==> src/rtl/bcd_updown_display.sv <==
// ---------------------------------------------------------------------------
// bcd_updown_display
//
// Fully synchronous N-digit BCD up/down counter with an integrated
// time-multiplexed 7-segment scan driver. Everything runs from one clk.
// There is no ripple clocking anywhere in the block.
//
// Parameters
//   DIGITS     number of BCD digits, 1..8
//   SCAN_BITS  prescaler width; each digit is lit for 2^SCAN_BITS cycles
//
// Ports
//   clk        system clock, rising-edge active
//   rst_n      asynchronous active-low reset
//   inc_i      asynchronous count-up request, rising-edge sensitive
//   dec_i      asynchronous count-down request, rising-edge sensitive
//   clr_i      synchronous level-sensitive clear (already in clk domain)
//   count_o    packed BCD value, digit 0 in bits [3:0]
//   carry_o    one-cycle pulse after an up-count wrap (all 9s -> all 0s)
//   borrow_o   one-cycle pulse after a down-count wrap (all 0s -> all 9s)
//   dig_sel_o  one-hot active-high digit enable, rotates left while scanning
//   seg_o      {G,F,E,D,C,B,A} active-high segment drive for the lit digit
//
// Optional feature
//   BCD_DISP_BLANK_EN  when defined, enables leading-zero blanking. A digit
//                      above digit 0 is dark when it and every higher digit
//                      are zero. Scanning itself is unchanged.
// ---------------------------------------------------------------------------
module bcd_updown_display #(
  parameter int DIGITS    = 3,
  parameter int SCAN_BITS = 16
) (
  input  logic                  clk,
  input  logic                  rst_n,
  input  logic                  inc_i,
  input  logic                  dec_i,
  input  logic                  clr_i,
  output logic [4*DIGITS-1:0]   count_o,
  output logic                  carry_o,
  output logic                  borrow_o,
  output logic [DIGITS-1:0]     dig_sel_o,
  output logic [6:0]            seg_o
);

  // -------------------------------------------------------------------------
  // Input conditioning
  // -------------------------------------------------------------------------
  // Each request goes through a 2-flop synchronizer, bit [0] and bit [1].
  // It then goes through a history flop, bit [2]. The edge pulse is
  // s2 & ~s3.
  //
  // first_edge is high only on the first clock after reset release. On that
  // edge all three flops load the raw input together. An input that was
  // already held high through reset therefore looks "old" and creates no
  // pulse.
  logic       first_edge;
  logic [2:0] inc_sync;
  logic [2:0] dec_sync;
  logic       up;
  logic       dn;

  // NOTE: sequential state uses non-blocking (<=) assignments only. Every
  // flop then samples the pre-edge values, so the shift chain moves one
  // stage per clock. It does not collapse into a single stage.
  always_ff @(posedge clk or negedge rst_n) begin
    if (!rst_n) begin
      first_edge <= 1'b1;
      inc_sync   <= 3'b000;
      dec_sync   <= 3'b000;
    end else begin
      first_edge <= 1'b0;
      if (first_edge) begin
        inc_sync <= {3{inc_i}};
        dec_sync <= {3{dec_i}};
      end else begin
        inc_sync <= {inc_sync[1:0], inc_i};
        dec_sync <= {dec_sync[1:0], dec_i};
      end
    end
  end

  assign up = inc_sync[1] & ~inc_sync[2];
  assign dn = dec_sync[1] & ~dec_sync[2];

  // -------------------------------------------------------------------------
  // BCD +1 / -1 next values
  // -------------------------------------------------------------------------
  // Carry and borrow ripple digit by digit. A 9 rolls to 0 on increment and
  // a 0 rolls to 9 on decrement. If the ripple is still set after the top
  // digit, the whole counter has wrapped.
  logic [4*DIGITS-1:0] count_inc;
  logic [4*DIGITS-1:0] count_dec;
  logic                wrap_up;
  logic                wrap_dn;

  // NOTE: every variable written in this always_comb gets a default on
  // entry. No path can leave a value unassigned, so no latch is inferred.
  always_comb begin
    logic       ci;
    logic       bi;
    logic [3:0] d;
    count_inc = count_o;
    count_dec = count_o;
    ci        = 1'b1;
    bi        = 1'b1;
    d         = 4'd0;
    for (int i = 0; i < DIGITS; i++) begin
      d = count_o[4*i +: 4];
      if (ci) begin
        if (d == 4'd9) begin
          count_inc[4*i +: 4] = 4'd0;
        end else begin
          count_inc[4*i +: 4] = d + 4'd1;
          ci = 1'b0;
        end
      end
      if (bi) begin
        if (d == 4'd0) begin
          count_dec[4*i +: 4] = 4'd9;
        end else begin
          count_dec[4*i +: 4] = d - 4'd1;
          bi = 1'b0;
        end
      end
    end
    wrap_up = ci;
    wrap_dn = bi;
  end

  // -------------------------------------------------------------------------
  // Counter register and wrap pulses
  // -------------------------------------------------------------------------
  // A wrap is recorded on the same edge that updates the count. It is then
  // presented on carry_o/borrow_o one cycle later, for exactly one cycle.
  // Priority on each edge: clear first, then simultaneous up+dn (no
  // change), then up, then dn.
  logic carry_pend;
  logic borrow_pend;

  always_ff @(posedge clk or negedge rst_n) begin
    if (!rst_n) begin
      count_o     <= '0;
      carry_pend  <= 1'b0;
      borrow_pend <= 1'b0;
      carry_o     <= 1'b0;
      borrow_o    <= 1'b0;
    end else begin
      carry_o     <= carry_pend;
      borrow_o    <= borrow_pend;
      carry_pend  <= 1'b0;
      borrow_pend <= 1'b0;
      if (clr_i) begin
        count_o <= '0;
      end else if (up ^ dn) begin
        if (up) begin
          count_o    <= count_inc;
          carry_pend <= wrap_up;
        end else begin
          count_o     <= count_dec;
          borrow_pend <= wrap_dn;
        end
      end
    end
  end

  // -------------------------------------------------------------------------
  // Scan prescaler and digit select
  // -------------------------------------------------------------------------
  // The prescaler free-runs. dig_sel_o steps on the edge where the
  // prescaler wraps from all-ones. clr_i has no effect here.
  logic [SCAN_BITS-1:0] prescale;
  logic [DIGITS-1:0]    dig_sel_next;

  if (DIGITS == 1) begin : g_single
    assign dig_sel_next = 1'b1;
  end else begin : g_rotate
    assign dig_sel_next = {dig_sel_o[DIGITS-2:0], dig_sel_o[DIGITS-1]};
  end

  always_ff @(posedge clk or negedge rst_n) begin
    if (!rst_n) begin
      prescale  <= '0;
      dig_sel_o <= DIGITS'(1);
    end else begin
      prescale <= prescale + SCAN_BITS'(1);
      if (&prescale) begin
        dig_sel_o <= dig_sel_next;
      end
    end
  end

  // -------------------------------------------------------------------------
  // Segment decode
  // -------------------------------------------------------------------------
  function automatic logic [6:0] glyph(input logic [3:0] n);
    case (n)
      4'h0:    glyph = 7'h3F;
      4'h1:    glyph = 7'h06;
      4'h2:    glyph = 7'h5B;
      4'h3:    glyph = 7'h4F;
      4'h4:    glyph = 7'h66;
      4'h5:    glyph = 7'h6D;
      4'h6:    glyph = 7'h7D;
      4'h7:    glyph = 7'h07;
      4'h8:    glyph = 7'h7F;
      4'h9:    glyph = 7'h6F;
      4'hA:    glyph = 7'h77;
      4'hB:    glyph = 7'h7C;
      4'hC:    glyph = 7'h39;
      4'hD:    glyph = 7'h5E;
      4'hE:    glyph = 7'h79;
      default: glyph = 7'h71;
    endcase
  endfunction

  // The nibble shown is the one whose digit-select bit is set. dig_sel_o is
  // one-hot, so at most one loop iteration matches.
  logic [3:0] shown_nibble;

  always_comb begin
    shown_nibble = 4'd0;
    for (int i = 0; i < DIGITS; i++) begin
      if (dig_sel_o[i]) begin
        shown_nibble = count_o[4*i +: 4];
      end
    end
  end

`ifdef BCD_DISP_BLANK_EN
  // Digit i is a leading zero when every nibble from i upward is zero.
  // Digit 0 always stays lit, so a zero count still shows "0".
  logic [DIGITS-1:0] blank_mask;

  always_comb begin
    blank_mask = '0;
    for (int i = 1; i < DIGITS; i++) begin
      blank_mask[i] = ((count_o >> (4*i)) == '0);
    end
  end

  assign seg_o = (|(dig_sel_o & blank_mask)) ? 7'h00 : glyph(shown_nibble);
`else
  assign seg_o = glyph(shown_nibble);
`endif

endmodule

==> config.mk <==
export PLATFORM = sky130hd
export DESIGN_NAME = bcd_updown_display
export DESIGN_NICKNAME = d
export VERILOG_FILES = /design/src/rtl/bcd_updown_display.sv
export SDC_FILE = /design/constraint.sdc
export NUM_CORES = 1
export LEC_CHECK = 0
export ABC_AREA = 1
export BUFFER_PORTS_ARGS = -buffer_cell sky130_fd_sc_hd__buf_2
export CAP_MARGIN = 20
export CORE_MARGIN = 2
export CORE_UTILIZATION = 60
export CTS_CLUSTER_SIZE = 10
export DETAILED_ROUTE_END_ITERATION = 10
export PLACE_DENSITY = 0.81
export SLEW_MARGIN = 10
export SYNTH_ARGS = -nofsm -noshare
export SYNTH_HDL_FRONTEND = slang
export SYNTH_SLANG_ARGS = --single-unit
==> constraint.sdc <==
create_clock -name clk -period 2.6 [get_ports clk]
set_input_delay 0.13 -clock clk [delete_from_list [all_inputs] [get_ports clk]]
set_output_delay 0.13 -clock clk [all_outputs]
set_load 0.02 [all_outputs]
==> reports/qor.log <==
qor: global_route.grt_max_degree 43
qor: timing.maxSlewHeadroom 40.8%
qor: logic_synthesis.synth_seq_area_share 39.0%
qor: floorplan.die_width 71.1 um
qor: global_route.overflow 0
qor: flow_run.max_cap_viol_count 0
qor: floorplan.core-area 4350 um^2
qor: cells_and_area.final_layout_size_suffix_gt1_share 19.5%
qor: clock_tree.max-clock-path-buffers 2
qor: logic_synthesis.yosys.area.top_type sky130_fd_sc_hd__dfrtp_1
qor: clock_tree.clockRootBuffer sky130_fd_sc_hd__clkbuf_8
qor: logic_synthesis.synthTopCellsByCount sky130_fd_sc_hd__nand2_1, sky130_fd_sc_hd__dfrtp_1, sky130_fd_sc_hd__inv_1
qor: cells_and_area.nFillCells 351
qor: timing.finalMaxSlewViolations 0
qor: placed_design.dp_hpwl 3970 um
qor: timing.fmaxAchievable 462 MHz
qor: clock_tree.h-tree-depth 2
qor: timing.rsz0062_at_grt no
qor: clock_tree.clkTransAtPathRegs 0.08 ns
qor: floorplan.die_y 71.1 um
qor: cells_and_area.fin_area 3020 um^2
qor: setup_path.path_class flip-flop to output port
qor: setup_path.critPathCaptureType output port
qor: cells_and_area.layoutNonFillerInstCount 431
qor: floorplan.floorplan.initialDensity 62.0%
qor: logic_synthesis.syn-mean-instance-area 7.89 um^2
qor: timing.final_hold_viol_count 0
qor: placed_design.placement.cell_area 2880 um^2
qor: global_route.number_of_global_route_vias_before_repair 2216
qor: logic_synthesis.postSynth.topFlopCell sky130_fd_sc_hd__dfrtp_1
qor: placed_design.placed_cells 420
qor: cells_and_area.antenna_cells 0
qor: routing.final_antenna_net_count 0
qor: setup_path.worst_path_arrival 2.03 ns
qor: routing.avgViaCountPerCell 5.28
qor: logic_synthesis.synthesized_netlist_cell_count 342
qor: logic_synthesis.synth-edff-count 0
qor: global_route.gr-usage-all-layers 23.1%
qor: cells_and_area.numnets_final 399
qor: timing.worst_clock_skew 0.0111 ns
qor: placed_design.port-buffer-count 28
qor: status.run_status finished, final reports clean
qor: logic_synthesis.yosysUniqueCellTypes 31
qor: logic_synthesis.synth.top_cell.area_share 37.1%
qor: cells_and_area.combined_flip_flop_and_latch_cell_area 1050 um^2
qor: power.p_leak 0.00154 uW
qor: logic_synthesis.synth_nets 363
qor: power.net_switching_fraction_of_the_power 40.3%
qor: setup_path.required 2.47 ns
qor: logic_synthesis.synthesis.yosys.warnings 0
qor: cells_and_area.layout-area-overhead-vs-synth 12.0%
qor: floorplan.design.die.area 5050 um^2
qor: logic_synthesis.post_synth_instance_area 2700 um^2
qor: power.p_sw 879 uW
qor: timing.fin_crit_sh 83.2%
qor: cells_and_area.area_of_combinational_cells_with_multiple_inputs 1460 um^2
qor: clock_tree.worstSkewPairLatency 0.29 ns
qor: power.peakVddDrop 506 uV
qor: routing.dr_vias 2277
qor: power.power.share.combinational 36.5%
qor: logic_synthesis.synth.top_cells.by_area sky130_fd_sc_hd__dfrtp_1, sky130_fd_sc_hd__nand2_1, sky130_fd_sc_hd__ha_1
qor: logic_synthesis.synthMostInstantiatedCell sky130_fd_sc_hd__nand2_1
qor: clock_tree.clock_sink_count 42
qor: timing.layout_min_cycle_time 2.16 ns
qor: power.clock_power_share 23.3%
qor: placed_design.finalWeightedCongestion 0.899
qor: timing.setup_viol_count_final 0
qor: hold_path.hold_path.class input pin to flip-flop
qor: timing.totalNegativeSetupSlack 0 ns
qor: timing.worst_slew_pin_slew 0.888 ns
qor: routing.detail_route.wirelength 5190 um
qor: power.p_seq_share 40.2%
qor: power.power_density 721 nW/um^2
qor: setup_path.crit_fanout 10
qor: clock_tree.tritoncts.num_buffers 5
qor: routing.dr.first_iter.drc_count 79
qor: floorplan.core.rowCount 24
qor: setup_path.critical_path.startpoint_type flip-flop
qor: power.internal_power 1300 uW
qor: floorplan.floorplan.io_pins 29
qor: routing.wl_per_cell 12.0 um
qor: global_route.first_pass_grt_wire_length 9460 um
qor: logic_synthesis.ys_ff_latch 42
qor: logic_synthesis.async_reset_ff_share 100%
qor: global_route.grt_antenna_before_repair 0
qor: clock_tree.tritoncts_clock_tree yes
qor: routing.drt_first_pass_iters 4
qor: routing.post-route-drc-count 0
qor: clock_tree.postCtsSetupBuffers 0
[path summary, 6_finish.rpt]
| check | startpoint | to | slack (ns) | depth (start not counted) |
|---|---|---|---|---|
| setup / recovery | dig_sel_o[2] | seg_o[3] | 0.44 | 10 |
| hold / removal | clr_i | borrow_pend | 0.15 | 2 |
| setup reg to reg | count_o[4] | count_o[9] | 1.00 | 8 |
| hold reg to reg | carry_pend | carry_o | 0.36 | 0 |
| max in group asynchronous | rst_n | count_o[0] | 1.55 | 2 |
| min in group asynchronous | rst_n | prescale[5] | 0.49 | 2 |
[registers in the layout, summed over array words and instances, names as in the netlist]
register     flops
inc_sync         3
carry_pend       1
borrow_o         1
borrow_pend      1
dig_sel_o        3
count_o         12
prescale        16
carry_o          1
dec_sync         3
first_edge       1
[power groups by stage]
stage | Clock, uW | Combinational, uW | Sequential, uW
floorplan | 0 | 533 | 931
global placement | 0 | 771 | 885
detailed placement | 0 | 790 | 887
CTS | 519 | 800 | 876
global route | 541 | 906 | 890
finish | 507 | 796 | 875
[cell type report]
class                      count  share of cell area, %
multi-input combinational    257                   48.4
sequential                    42                   34.9
timing repair buffer          31                   5.63
inverter                      41                   5.34
clock buffer                   6                   2.40
tap                           52                   2.15
clock inverter                 2                   1.24
[worst max-delay path: stages, from the launching register on]
cell                      delay (ns)
sky130_fd_sc_hd__dfrtp_1        0.49
sky130_fd_sc_hd__a21oi_1        0.17
sky130_fd_sc_hd__nand2_1        0.08
sky130_fd_sc_hd__nand2_2        0.14
sky130_fd_sc_hd__inv_1          0.10
sky130_fd_sc_hd__ha_1           0.29
sky130_fd_sc_hd__nand3_1        0.07
sky130_fd_sc_hd__nand2_1        0.08
sky130_fd_sc_hd__inv_1          0.04
sky130_fd_sc_hd__a21oi_1        0.12
sky130_fd_sc_hd__buf_2          0.17
[kinds of logic (layout without fill, tap and decap cells)]
family	count (synthesis)	count (layout)	share of synthesized area (%)
buffers and inverters	43	80	6.82
other	1	1	0.139
xor gates and xnor gates	21	21	6.82
and+or+nand+nor	175	175	30.5
adders and majority gates	16	16	7.42
DFF	42	42	39.0
AOI/OAI and AO/OA	44	44	9.27
[per-stage QoR]
| step | power (uW) | util [%] | worst slack, ns | hold slack [ns] |
|---|---|---|---|---|
| 2_1_floorplan | 1460 | - | 0.699 | -0.166 |
| 3_3_place_gp | 1660 | 66.2 | 0.837 | 0.252 |
| 3_5_place_dp | 1680 | 66.2 | 0.757 | 0.252 |
| 4_1_cts | 2200 | 69.4 | 0.425 | 0.148 |
| 5_1_grt | 2340 | 69.4 | 0.237 | 0.174 |
| 6_report | 2180 | 69.4 | 0.437 | 0.152 |
[cells in the final DEF, fill, tap and decap left out, drive strengths merged, types with 5 or more instances in the layout]
master / count
nor2: 23
a21oi: 12
nor3: 5
xnor2: 9
inv: 40
ha: 16
nand3: 36
dfrtp: 40
xor2: 12
o21ai: 25
nand2: 107
buf: 28
clkbuf: 6
[layer usage]
| layer | global-route usage (%) | routed length (um) |
|---|---|---|
| met2 | 39.7 | 2480 |
| met1 | 30.3 | 2450 |
| met5 | 0 | 0 |
| met3 | 5.13 | 233 |
| met4 | 4.61 | 29 |
[repair_timing]
| action | in CTS | in global routing |
|---|---|---|
| hold endpoints to repair | 42 | 0 |
| hold buffers | 3 | 0 |
| resized for setup | 0 | 0 |
Power figures use the tool's default switching activity.
